===== src/rtl/barrel_shift_engine.sv =====
// rtl/barrel_shift_engine.sv - pipelined barrel shifter/rotator with valid/ready flow control
//
// Ports:
//   clk, reset_n            clock, asynchronous active-low reset
//   in_valid/in_ready       operation handshake
//   in_data, in_shamt       operand and shift amount
//   in_mode                 000 ROL, 001 ROR, 010 SLL, 011 SRL, 100 SRA, others illegal
//   in_tag                  sideband tag carried with the operation
//   out_valid/out_ready     result handshake
//   out_data, out_tag       result and its tag
//   out_zero, out_illegal   result is zero / operation used an illegal mode
//   busy                    any pipeline stage holds an operation
module barrel_shift_engine #(
   parameter int DATA_WIDTH = 32,
   parameter int NUM_STAGES = 2,
   parameter int TAG_WIDTH  = 4,
   localparam int SA_WIDTH  = $clog2(DATA_WIDTH)
) (
   input  logic                  clk,
   input  logic                  reset_n,
   input  logic                  in_valid,
   output logic                  in_ready,
   input  logic [DATA_WIDTH-1:0] in_data,
   input  logic [SA_WIDTH-1:0]   in_shamt,
   input  logic [2:0]            in_mode,
   input  logic [TAG_WIDTH-1:0]  in_tag,
   output logic                  out_valid,
   input  logic                  out_ready,
   output logic [DATA_WIDTH-1:0] out_data,
   output logic [TAG_WIDTH-1:0]  out_tag,
   output logic                  out_zero,
   output logic                  out_illegal,
   output logic                  busy
);

   localparam int NS    = NUM_STAGES;
   localparam int LAST  = NS - 1;
   // Stages before the last one carry the not-yet-applied shamt bits and the mode.
   localparam int MS    = (NS > 1) ? NS - 1 : 1;
   localparam int BASE  = SA_WIDTH / NS;
   localparam int EXTRA = SA_WIDTH % NS;

   localparam logic [2:0] MODE_ROL = 3'b000;
   localparam logic [2:0] MODE_ROR = 3'b001;
   localparam logic [2:0] MODE_SLL = 3'b010;
   localparam logic [2:0] MODE_SRL = 3'b011;
   localparam logic [2:0] MODE_SRA = 3'b100;

   logic                  vld_q   [NS];
   logic [DATA_WIDTH-1:0] data_q  [NS];
   logic [TAG_WIDTH-1:0]  tag_q   [NS];
   logic [SA_WIDTH-1:0]   shamt_q [MS];
   logic [2:0]            mode_q  [MS];
   logic                  zero_q;
   logic                  ill_q;
   logic [NS-1:0]         en;
   logic                  busy_c;

   // Partial shifts compose: applying disjoint shamt bit groups one after
   // another equals the full shift for every mode. SRA keeps the sign bit
   // in place, so later stages still fill with the original sign.
   function automatic logic [DATA_WIDTH-1:0] shift_op(
      input logic [DATA_WIDTH-1:0] d,
      input logic [SA_WIDTH-1:0]   a,
      input logic [2:0]            m
   );
      logic [2*DATA_WIDTH-1:0] dd;
      logic [2*DATA_WIDTH-1:0] tmp;
      dd  = {d, d};
      tmp = '0;
      case (m)
         MODE_ROL: begin
            tmp = dd << a;
            return tmp[2*DATA_WIDTH-1:DATA_WIDTH];
         end
         MODE_ROR: begin
            tmp = dd >> a;
            return tmp[DATA_WIDTH-1:0];
         end
         MODE_SLL: return d << a;
         MODE_SRL: return d >> a;
         MODE_SRA: return DATA_WIDTH'($signed(d) >>> a);
         default:  return d;
      endcase
   endfunction

   // Load enables, resolved from the output back towards the input: a stage
   // may load when it is empty or its content moves on in this cycle.
   always_comb begin
      en       = '0;
      en[LAST] = !vld_q[LAST] || out_ready;
      for (int p = LAST - 1; p >= 0; p--) begin
         en[p] = !vld_q[p] || en[p+1];
      end
   end

   always_comb begin
      busy_c = 1'b0;
      for (int p = 0; p < NS; p++) begin
         busy_c = busy_c | vld_q[p];
      end
   end

   generate
      for (genvar p = 0; p < NS; p++) begin : g_stage
         // Lower-indexed stages take the extra shamt bit when the split is uneven.
         localparam int LO  = p * BASE + ((p < EXTRA) ? p : EXTRA);
         localparam int CNT = BASE + ((p < EXTRA) ? 1 : 0);
         localparam logic [SA_WIDTH-1:0] MASK = SA_WIDTH'(((1 << CNT) - 1) << LO);

         logic                  src_vld;
         logic [DATA_WIDTH-1:0] src_data;
         logic [TAG_WIDTH-1:0]  src_tag;
         logic [SA_WIDTH-1:0]   src_shamt;
         logic [2:0]            src_mode;
         logic [DATA_WIDTH-1:0] nxt_data;

         if (p == 0) begin : g_src_in
            assign src_vld   = in_valid;
            assign src_data  = in_data;
            assign src_tag   = in_tag;
            assign src_shamt = in_shamt;
            assign src_mode  = in_mode;
         end else begin : g_src_prev
            assign src_vld   = vld_q[p-1];
            assign src_data  = data_q[p-1];
            assign src_tag   = tag_q[p-1];
            assign src_shamt = shamt_q[p-1];
            assign src_mode  = mode_q[p-1];
         end

         assign nxt_data = shift_op(src_data, src_shamt & MASK, src_mode);

         always_ff @(posedge clk or negedge reset_n) begin
            if (!reset_n) begin
               vld_q[p]  <= 1'b0;
               data_q[p] <= '0;
               tag_q[p]  <= '0;
            end else if (en[p]) begin
               vld_q[p]  <= src_vld;
               data_q[p] <= nxt_data;
               tag_q[p]  <= src_tag;
            end
         end

         if (p < LAST) begin : g_mid
            always_ff @(posedge clk or negedge reset_n) begin
               if (!reset_n) begin
                  shamt_q[p] <= '0;
                  mode_q[p]  <= '0;
               end else if (en[p]) begin
                  shamt_q[p] <= src_shamt & ~MASK;
                  mode_q[p]  <= src_mode;
               end
            end
         end else begin : g_last
            // Result flags are captured with the final data so they are
            // stable while the output is stalled.
            always_ff @(posedge clk or negedge reset_n) begin
               if (!reset_n) begin
                  zero_q <= 1'b0;
                  ill_q  <= 1'b0;
               end else if (en[p]) begin
                  zero_q <= (nxt_data == '0);
                  ill_q  <= (src_mode > MODE_SRA);
               end
            end
         end
      end
   endgenerate

   // Gated by reset_n so nothing is offered acceptance while reset is held.
   assign in_ready    = en[0] && reset_n;
   assign out_valid   = vld_q[LAST];
   assign out_data    = data_q[LAST];
   assign out_tag     = tag_q[LAST];
   assign out_zero    = zero_q;
   assign out_illegal = ill_q;
   assign busy        = busy_c;

endmodule


===== config.mk =====
export PLATFORM = sky130hd
export DESIGN_NAME = barrel_shift_engine
export DESIGN_NICKNAME = d
export VERILOG_FILES = /design/src/rtl/barrel_shift_engine.sv
export SDC_FILE = /design/constraint.sdc
export NUM_CORES = 1
export LEC_CHECK = 0
export ABC_AREA = 1
export CAP_MARGIN = 20
export CORE_ASPECT_RATIO = 0.6
export CORE_MARGIN = 1.5
export CORE_UTILIZATION = 60
export CTS_CLUSTER_SIZE = 20
export DETAILED_ROUTE_END_ITERATION = 7
export PLACE_DENSITY = 0.84
export SYNTH_ARGS = -nofsm -noshare
export SYNTH_HDL_FRONTEND = slang
export SYNTH_SLANG_ARGS = --single-unit

===== constraint.sdc =====
create_clock -name clk -period 2.6 [get_ports clk]
set_input_delay 0.26 -clock clk [delete_from_list [all_inputs] [get_ports clk]]
set_output_delay 0.26 -clock clk [all_outputs]
set_load 0.05 [all_outputs]

Word-level counts from Yosys, hierarchy flattened --
Cells that the tools add are included.
Cells by class: $lt $le $gt $ge 1, shifts and indexed selects 10, eq/ne operators 8, bitwise logic cells 1, mux-type cells 2, reductions and logical operators 8
Operators by type and width (count):
- 32-bit case mux with 5 select lines | 2
- 64-bit by 3-bit left shift with 64-bit output | 1
- 64-bit by 5-bit left shift with 64-bit output | 1
- 64-bit by 3-bit >> shifter with 32-bit output | 1
- 64-bit by 5-bit >> shifter with 32-bit output | 1
- 32-bit zero test | 1
- 32-bit by 3-bit left shift with 32-bit output | 1
- 32-bit by 5-bit left shift with 32-bit output | 1
- 32-bit by 3-bit >> shifter with 32-bit output | 1
- 32-bit by 5-bit >> shifter with 32-bit output | 1
- 32-bit by 3-bit >>> shifter with 32-bit output | 1
- 32-bit by 5-bit >>> shifter with 32-bit output | 1
- 3-bit by 2-bit equality test with 1-bit output (second input constant) | 4
- 3-bit by 1-bit equality test with 1-bit output (second input constant) | 2
- 3-bit equality test (second input constant) | 2
- 3-bit zero test | 2
- 3-bit > comparator (second input constant) | 1
- 1-bit zero test | 2
- 1-bit logical OR | 2
- 1-bit logical AND | 1
- 1-bit bitwise OR | 1
Storage, ports and cells: input bits 48, flip-flop bits (word level) 81, output and inout bits 41, logic and storage cells 40

Logic depth before layout (Yosys ltp) --
depth after elaboration 4, gate-level depth with buffers 17, gate-level depth less buffers 15

Worst setup path before layout --
Ideal clock, no wire load.
path type flip-flop to output port, start register vld_q (netlist bit out_valid), end output in_ready, arrival 1761 ps, setup slack 579 ps, cell stages (with the launch flop) 9, required time 2340 ps, path buffers 1, path through dfrtp_1 > inv_1 > nor2_1 > inv_1 > nor2_1 > clkinv_1 > clkbuf_1 > nand2_1 > inv_1
Between the ends: cells in the longest elaborated chain, start to end 4
Ends and longest elaborated chain:
- start: declaration | RTL line 49 | logic vld_q [NS];
- start signal: indexed assignment | RTL line 140 | vld_q[p] <= src_vld;
- 1-bit zero test | RTL line 91 | en[LAST] = !vld_q[LAST] || out_ready;
- 1-bit logical OR | RTL line 91
- 1-bit logical OR | RTL line 93 | en[p] = !vld_q[p] || en[p+1];
- 1-bit logical AND | RTL line 173 | assign in_ready = en[0] && reset_n;
- end: declaration | RTL line 22 | output logic in_ready,
Every way passes these cells.

Final worst setup path --
start register mode_q (netlist bit g_stage[1].src_mode[2]), end register zero_q, in the netlist out_zero
Between the ends: cells in the longest elaborated chain, start to end 3, elaborated cells on any way between the ends 7, those cells by class eq/ne (4); mux (1); reduce/logical (2)
Ends and longest elaborated chain:
- start: declaration | RTL line 53 | logic [2:0] mode_q [MS];
- start signal: indexed assignment | RTL line 153 | mode_q[p] <= src_mode;
- 3-bit equality test, or another cell as far along | RTL line 71 | case (m)
- 32-bit case mux with 5 select lines * | RTL line 71
- 32-bit zero test * | RTL line 164 | zero_q <= (nxt_data == '0);
- end signal: assignment | RTL line 164
- end: declaration | RTL line 54 | logic zero_q;
Every way passes the cells marked *; elsewhere a longest branch is shown, timed or not. A chain may end at the register's enable or synchronous reset.

==> flow_metrics.env <==
export IMPL_status="finished, final reports clean"
export IMPL_antennaDiodeCount=0
export IMPL_drtIter0Drc=1796
export IMPL_max_freq_mhz=401
export IMPL_post_cts_resized=0
export IMPL_worstSetupEndpointType="register"
export IMPL_dpl_cell_area_um2=9460
export IMPL_fin_nets=1636
export IMPL_switchingPower_mw=2.95
export IMPL_synthDistinctLibCells=33
export IMPL_synth_seq_cells=81
export IMPL_fin_util_pct=71.9
export IMPL_layout_setup_ws_ns=0.106
export IMPL_clockBufferDepth=2
export IMPL_ys_warn_count=0
export IMPL_pwr_share_seq_pct=27.8
export IMPL_ios=89
export IMPL_drc=0
export IMPL_clockPowerShare_pct=21.3
export IMPL_fin_skew_ns=0.00872
export IMPL_grt_first_pass_wirelength_um=50000
export IMPL_hold_viol_final=0
export IMPL_grt_usage_pct=44.6
export IMPL_finalNonFillerCells=1768
export IMPL_place_ws_ns=0.225
export IMPL_die_x_um=155
export IMPL_swShare_pct=47.7
export IMPL_antenna_left=0
export IMPL_io_buffers=88
export IMPL_ys_seq_area_share_pct=24.3
export IMPL_cp_arrival_ns=2.74
export IMPL_final_common_cell="nand2_1"
export IMPL_insertion_delay_ns=0.35
export IMPL_crit_fanout=7
export IMPL_criticalPathCategory="reg2reg"
export IMPL_clockRootBuffer="clkbuf_16"
export IMPL_htree_num_levels=3
export IMPL_cts_buffers_inserted=9
export IMPL_final_area_um2=9770
export IMPL_p_comb_share_pct=50.9
export IMPL_rows=33
export IMPL_power_internal_mw=3.24
export IMPL_antenna_found_initial=0
export IMPL_syn_nets=1581
export IMPL_power_total_mw=6.19
export IMPL_fp_dieH_um=94.3
export IMPL_cp_start_kind="register"
export IMPL_min_path_type="in2async"
export IMPL_period_share_pct=95.9
export IMPL_design_die_area_um2=14600
export IMPL_ir_drop_mv=0.534
export IMPL_cts_sinks=81
export IMPL_area_delta_synth_final_pct=17.4
export IMPL_layout_min_cycle_time_ns=2.49
export IMPL_grt_pass1_vias=9208
export IMPL_hpwlAfterDp_um=24600
export IMPL_whs_ns=0.0155
export IMPL_wl_per_cell_um=18.1
export IMPL_power_density_nw_per_um2=633
export IMPL_final_cell_mix="636 x nand2_1, 184 x o21ai_0, 162 x nor2_1"
export IMPL_cts_setup_buffers=0
export IMPL_place_gp_congestion=1.10
export IMPL_synthCells=1533
export IMPL_grt_overflow=0
export IMPL_fill_cells=1227
export IMPL_drive_gt1_share_pct=5.02
export IMPL_netlist_area_um2=8330
export IMPL_avgViaCountPerCell=6.05
export IMPL_dp_cells=1752
export IMPL_setup_viol=0
export IMPL_cap_violations=0
export IMPL_cts_tree="yes"
export IMPL_cp_required_ns=2.85
export IMPL_ctsHoldBuffers=0
export IMPL_drv_slew=0
export IMPL_rsz0062_at_grt="false"
export IMPL_setup_tns_ns=0
export IMPL_grt_max_degree=82
export IMPL_clk_pin_slew_ns=0.07
export IMPL_max_slew_margin_pct=51.7
export IMPL_p_leak_nw=5.08
export IMPL_tightest_slew_ns=0.705
export IMPL_syn_area_per_cell_um2=5.43
export IMPL_routed_via_count=10700
export IMPL_fp_coreArea_um2=13600
export IMPL_start_util_pct=61.3
export IMPL_wl_um=32000
export IMPL_first_pass_iters=8
## worst max-delay path: stages (launching register included)
cell	delay, ns
dfrtp_1	0.47
nor2_1	0.48
nand2_1	0.34
inv_1	0.31
a21oi_1	0.11
nand3_1	0.13
nand2_1	0.16
nand2_1	0.09
nor2_1	0.04
nand2_1	0.06
nor2_1	0.06
nand3_1	0.07
nand2_1	0.05
## sequential cells by signal, indices dropped and copies added (netlist names)
| signal | cells |
|---|---|
| g_stage.src_data | 32 |
| g_stage.src_shamt | 2 |
| g_stage.src_tag | 4 |
| g_stage.src_vld | 1 |
| out_data | 32 |
| g_stage.src_mode | 3 |
| out_illegal | 1 |
| out_valid | 1 |
| out_zero | 1 |
| out_tag | 4 |
## metal layers
metal,GRT usage [%],share of wire (%)
met3,18.9,18
met4,9.86,2.2
met5,0,0.10
met2,58.6,37
met1,65.8,43
## final cells by class
cell class	count	area (um2)	area share, %
Sequential cell	81	2030	20.7
Inverter	105	397	4.06
Clock buffer	11	243	2.48
Clock inverter	5	63.8	0.653
Multi-Input combinational cell	1257	5500	56.3
Tap cell	175	219	2.24
Timing Repair Buffer	134	1320	13.5
## worst paths after layout
| kind | slack (ns) | depth (start not counted) | start | to |
|---|---|---|---|---|
| max | 0.11 | 12 | g_stage[1].src_mode[2] | out_zero |
| max reg2reg | 0.11 | 12 | g_stage[1].src_mode[2] | out_zero |
| max in group asynchronous | 2.26 | 2 | reset_n | g_stage[1].src_data[29] |
| min reg2reg | 0.47 | 2 | g_stage[1].src_tag[3] | out_tag[3] |
| min | 0.02 | 2 | reset_n | out_data[20] |
| min in group clk | 0.44 | 3 | in_tag[3] | g_stage[1].src_tag[3] |
## power groups by stage
stage,Clock [mW],Sequential [mW],Combinational [mW]
after floorplan,0,2.18,1.51
after global placement,0,1.72,2.98
after CTS,1.32,1.70,3.04
after detailed placement,0,1.72,3.02
after global routing,1.38,1.74,3.40
final,1.32,1.72,3.15
## synthesized netlist by cell type (all sizes together)
master,instances,share of area (%)
o22ai,6,0.45
a21oi,44,2.6
nor2,166,7.6
nor3,2,0.12
clkbuf,44,2.0
nand2,639,29
o221ai,1,0.11
o311ai,1,0.11
nand4,4,0.30
buf,46,3.0
or2,1,0.075
o21bai,2,0.18
nand3,153,9.2
o21a,18,1.6
mux2i,17,2.0
o211ai,4,0.36
o21ai,186,11
a31oi,4,0.30
a21boi,3,0.27
inv,103,4.6
o31ai,1,0.090
dfrtp,81,24
clkinv,2,0.090
and2,4,0.30
nand3b,1,0.090
## logic make-up after synthesis
| kind of cell | after synthesis | synth area share [%] |
|---|---|---|
| flops | 81 | 24.3 |
| mux | 17 | 2.04 |
| compound gates | 270 | 17.3 |
| simple gates | 970 | 46.6 |
| buf+inv | 195 | 9.74 |
(Power assumes the default switching activity.)
